## config.mk

```make
export PLATFORM = sky130hd
export DESIGN_NAME = priority_arbiter32
export DESIGN_NICKNAME = d
export VERILOG_FILES = /design/src/rtl/priority_arbiter32_pkg.sv /design/src/rtl/priority_arbiter32_onehot.sv /design/src/rtl/priority_arbiter32.sv
export SDC_FILE = /design/constraint.sdc
export NUM_CORES = 1
export LEC_CHECK = 0
export CORE_MARGIN = 1.5
export CORE_UTILIZATION = 48
export DETAILED_ROUTE_END_ITERATION = 8
export PLACE_DENSITY = 0.76
export SLEW_MARGIN = 20
export SYNTH_ARGS = -nofsm -noshare
export SYNTH_HDL_FRONTEND = slang
export SYNTH_SLANG_ARGS = --single-unit
```

## constraint.sdc

```tcl
create_clock -name clk -period 4.8 [get_ports clk]
set_input_delay 0.48 -clock clk [delete_from_list [all_inputs] [get_ports clk]]
set_output_delay 0.48 -clock clk [all_outputs]
set_load 0.01 [all_outputs]
```

## src/rtl/priority_arbiter32_pkg.sv

```systemverilog
// Shared types and widths for the 32-way priority arbiter.
package priority_arbiter32_pkg;

    localparam int NREQ = 32;
    localparam int IDXW = 5;

    typedef enum logic [1:0] {
        IDLE  = 2'd0,
        GRANT = 2'd1,
        GAP   = 2'd2
    } state_t;

endpackage

```

## src/rtl/priority_arbiter32_onehot.sv

```systemverilog
// Highest-index one-hot finder: returns the one-hot of the top set bit and its index.
module prio_onehot32
    import priority_arbiter32_pkg::*;
(
    input  logic [NREQ-1:0] vec,
    output logic [NREQ-1:0] onehot,
    output logic [IDXW-1:0] idx,
    output logic            found
);

    // Ascending scan so the last (highest) set bit overwrites lower ones.
    always_comb begin
        onehot = '0;
        idx    = '0;
        found  = 1'b0;
        for (int i = 0; i < NREQ; i++) begin
            if (vec[i]) begin
                onehot    = '0;
                onehot[i] = 1'b1;
                idx       = IDXW'(i);
                found     = 1'b1;
            end
        end
    end

endmodule

```

## src/rtl/priority_arbiter32.sv

```systemverilog
// 32-requester arbiter with fixed or round-robin selection, a one-cycle gap
// between grants and optional preemption after MAX_HOLD cycles of contention.
module priority_arbiter32
    import priority_arbiter32_pkg::*;
#(
    parameter int RR_EN    = 1,
    parameter int MAX_HOLD = 16
) (
    input  logic            clk,
    input  logic            rst,
    input  logic [NREQ-1:0] req,
    output logic [NREQ-1:0] gnt,
    output logic            gnt_vld,
    output logic [IDXW-1:0] gnt_idx,
    output logic            preempt
);

    localparam logic [7:0] HOLD_SAT   = (MAX_HOLD == 0) ? 8'd255 : 8'(MAX_HOLD - 1);
    localparam bit         PREEMPT_EN = (MAX_HOLD != 0);

    state_t          state, state_nxt;
    logic [IDXW-1:0] ptr, ptr_nxt;
    logic [7:0]      hold_cnt, hold_cnt_nxt;
    logic [NREQ-1:0] gnt_nxt;
    logic            gnt_vld_nxt;
    logic [IDXW-1:0] gnt_idx_nxt;
    logic            preempt_nxt;

    logic [NREQ-1:0] mask, masked_req;
    logic [NREQ-1:0] sel_masked, sel_full, sel;
    logic [IDXW-1:0] idx_masked, idx_full, sel_idx;
    logic            found_masked, found_full;
    logic            holder_req, competitor, hold_expired;

    // Only indices below the last winner are eligible first, so the
    // previous holder drops to lowest priority on the next arbitration.
    assign mask       = (NREQ'(1) << ptr) - NREQ'(1);
    assign masked_req = req & mask;

    prio_onehot32 u_pick_masked (
        .vec    (masked_req),
        .onehot (sel_masked),
        .idx    (idx_masked),
        .found  (found_masked)
    );

    prio_onehot32 u_pick_full (
        .vec    (req),
        .onehot (sel_full),
        .idx    (idx_full),
        .found  (found_full)
    );

    always_comb begin
        sel     = sel_full;
        sel_idx = idx_full;
        if ((RR_EN != 0) && found_masked) begin
            sel     = sel_masked;
            sel_idx = idx_masked;
        end
    end

    assign holder_req   = |(req & gnt);
    assign competitor   = |(req & ~gnt);
    assign hold_expired = PREEMPT_EN && (hold_cnt == HOLD_SAT) && holder_req && competitor;

    always_ff @(posedge clk or negedge rst) begin
        if (!rst) begin
            state    <= IDLE;
            ptr      <= '0;
            hold_cnt <= '0;
            gnt      <= '0;
            gnt_vld  <= 1'b0;
            gnt_idx  <= '0;
            preempt  <= 1'b0;
        end else begin
            state    <= state_nxt;
            ptr      <= ptr_nxt;
            hold_cnt <= hold_cnt_nxt;
            gnt      <= gnt_nxt;
            gnt_vld  <= gnt_vld_nxt;
            gnt_idx  <= gnt_idx_nxt;
            preempt  <= preempt_nxt;
        end
    end

    always_comb begin
        state_nxt = state;
        unique case (state)
            IDLE, GAP: state_nxt = found_full ? GRANT : IDLE;
            GRANT:     if (!holder_req || hold_expired) state_nxt = GAP;
            default:   state_nxt = IDLE;
        endcase
    end

    // Release wins over preemption; preempt is only ever a single-cycle pulse.
    always_comb begin
        gnt_nxt      = gnt;
        gnt_vld_nxt  = gnt_vld;
        gnt_idx_nxt  = gnt_idx;
        preempt_nxt  = 1'b0;
        ptr_nxt      = ptr;
        hold_cnt_nxt = hold_cnt;
        unique case (state)
            IDLE, GAP: begin
                if (found_full) begin
                    gnt_nxt      = sel;
                    gnt_vld_nxt  = 1'b1;
                    gnt_idx_nxt  = sel_idx;
                    ptr_nxt      = sel_idx;
                    hold_cnt_nxt = '0;
                end else begin
                    gnt_nxt     = '0;
                    gnt_vld_nxt = 1'b0;
                    gnt_idx_nxt = '0;
                end
            end
            GRANT: begin
                if (!holder_req || hold_expired) begin
                    gnt_nxt     = '0;
                    gnt_vld_nxt = 1'b0;
                    gnt_idx_nxt = '0;
                    preempt_nxt = holder_req;
                end else if (hold_cnt != HOLD_SAT) begin
                    hold_cnt_nxt = hold_cnt + 8'd1;
                end
            end
            default: begin
                gnt_nxt     = '0;
                gnt_vld_nxt = 1'b0;
                gnt_idx_nxt = '0;
            end
        endcase
    end

endmodule
```

==> impl_results.md <==
* Run status: complete, no violations
* Max Root-Sink Buffers at 2
* Yosys top cell area share at between 20 and 30%
* Post-CTS Hold Buffers at 0
* CP max FO at 18
* Post-CTS setup buffer count at 0
* GRT Util Overall at around 43%
* Post-synth top area cell: dfrtp_1
* Post-synth EDFFs at 0
* CTS-repair resized insts at 0
* First-pass GRT wire length at 33300 um
* Routed wire length at 22300 um
* Critical Path RT at around 4.9 ns
* Number of synthesized register bits at 53
* Clk root buf: clkbuf_8
* Ports at 73
* DR vias at 5883
* Sequential element share of the synthesized area at 27.9%
* H-tree depth at 2
* Syn-to-layout area delta at 20.9%
* Maximum vdd drop at 0.000427 V
* Nets at ~720
* Initial DRC Count at 899
* Power Density at 443 mW/mm2
* Core ar. at ~0.0097 mm2
* Initial antenna violation count at 1
* Util after Layout at ~59%
* Top Layer Used: met4
* Final number of hold-violating endpoints at 0
* Rows at 36
* Worst skew pair latency at between 0.3 and 0.4 ns
* DR pass1 iterations at 6
* CP endpoint kind: register
* Final Max Slew Viols at 0
* Mapped cell area at 0.00475 mm2
* Syn nets at 657
* Max Fclk at ~230 MHz
* DIE AREA at ~0.010 mm2
* Clock Pin Slew Worst Setup and Hold Paths at 0.12 ns
* Vias in the first global route at 5466
* DR WL/cell at approximately 27 um
* Critical path arrival at about 4.5 ns
* RSZ-0062 raised after global routing: no
* Final TNS setup at 0 ns
* Worst min-delay path class: in -> async
* Yosys warns at 0
* Max_cap viols at 0
* Slew at the pin closest to its max-slew limit at about 0.8 ns
* Die width at ~100 um
* Gr ovfl total at 0
* Initial Util at 49.0%
* Lkg Pwr at 2.25 nW
* Asr flop ratio synth at 100%
* Post-Syn Instances at 621
* Post-DRT Antenna Nets at 0
* Crit start category: register
* CTS buffer count at 5
* Top FF cell, synth: dfrtp_1
* WS Path Type: reg -> reg
* Port bufs at 72
* Metal-1 WL at 8590 um
* Max-slew headroom at between 40 and 50%
* CTS tree: built
* Vias per inst at roughly 7.1
* Period minus WS final at 4.34 ns
* Count leader, synth: nand2_1
* DP Wirelength at approximately 17000 um
* Synth cell types at 77
* Synth cell count leaders: nand2_1, dfrtp_1, nor2_1
* # clock sinks at 53
* Fraction of layout cells with a size suffix above 1 at between 8 and 9%
* Fraction of the cycle the final worst path needs at between 90% and 100%
* Synth area leaders: dfrtp_1, nand2_1, o21ai_0
* Pin count of the biggest net entering global routing at 54
* Syn Area/Cell at 7.65 um2
* Final GP Congestion at 1.08
* Setup violators final at 0
* Fin Clk Skew at around 0.020 ns
* Met2 wire length at roughly 9800 um
* Drc violations at 0
* DIE HEIGHT at roughly 100 um
* Met3 WL post-DR at about 2700 um
## final timing paths
check | slack (ns) | end | cells past startpoint | startpoint
worst max-delay path | 0.46 | ptr[2] | 13 | ptr[4]
max in group asynchronous | 4.04 | ptr[4] | 2 | rst
min in group clk | 0.50 | gnt_idx[3] | 2 | gnt_idx[3]
worst min-delay path | 0.26 | gnt[8] | 2 | rst
worst max register to register | 0.46 | ptr[2] | 13 | ptr[4]
worst min register to register | 0.50 | gnt_idx[3] | 2 | gnt_idx[3]
## layout by cell type, fill, tap and decap left out, types with 9 or more instances in the layout
master / count
nand2b_1: 24
o31ai_1: 10
o2111ai_1: 9
nand2_1: 65
a31oi_1: 9
buf_4: 28
a21oi_1: 24
nand4_1: 16
nor4_1: 17
or3_1: 9
clkdlybuf4s50_1: 71
a22oi_1: 14
dfrtp_1: 53
nand3_1: 26
o21ai_0: 36
a32oi_1: 12
nor2_1: 48
nor3_1: 18
inv_1: 28
o21ai_1: 10
## power by group
| group | total (W) | internal (W) | switching, W |
|---|---|---|---|
| clock | 0.000272 | 0.000105 | 0.000167 |
| sequential | 0.000630 | 0.000529 | 0.000101 |
| combinational | 0.00164 | 0.000553 | 0.00108 |
## area by class of cell
| type | count | area (um2) |
|---|---|---|
| Fill cell | 881 | 3950 |
| Antenna cell | 1 | 2.50 |
| Tap cell | 133 | 166 |
| Inverter | 28 | 105 |
| Multi-Input combinational cell | 500 | 3130 |
| Clock buffer | 6 | 72.6 |
| Sequential cell | 53 | 1330 |
| Timing Repair Buffer | 100 | 926 |
| Clock inverter | 2 | 13.8 |
## registers in the layout (all words and copies together), names as in the netlist
signal,flops
state,2
gnt_idx,5
preempt,1
ptr,5
hold_cnt,8
gnt,32
## per-stage QoR
step	setup WS, ns	hold WS, ns	cell area, um2	std cells	total power [W]
after floorplan	1.43	0.184	4750	621	0.00162
after detailed placement	0.635	0.463	5650	814	0.00219
final	0.464	0.260	5740	823	0.00254
after CTS	0.651	0.302	5740	822	0.00247
after global routing	0.244	0.355	5740	822	0.00265
after global placement	0.719	0.463	5650	814	0.00220
## layer usage
layer / up-vias / GRT usage, %
li1: 2522 / -
met5: - / 0
met1: 2746 / 58.0
met3: 94 / 10.3
met2: 521 / 66.4
met4: 0 / 19.0
## worst max-delay path, stage by stage, from the launching register on
cell and delay [ns]:
dfrtp_1 0.39, nor2_1 0.41, nand2_1 0.14, ha_1 0.41, buf_4 0.28, and2_1 0.23
o211ai_1 0.31, nand3_1 0.23, nor4_2 0.40, nand4_1 0.14, buf_4 0.21, or2_1 0.43
o311ai_1 0.22, o221ai_1 0.33
## logic make-up (layout without fill, tap and decap cells)
group | count (synthesis) | in the layout | synth area share (%)
compound gates | 205 | 205 | 31.0
xor+xnor | 6 | 6 | 1.11
fa+ha+maj | 2 | 2 | 0.527
buf+inv | 68 | 136 | 6.32
flops | 53 | 53 | 27.9
mux | 1 | 1 | 0.211
other cells | 0 | 1 | 0
simple gates | 286 | 286 | 32.9
Power figures use the tool's default switching activity.
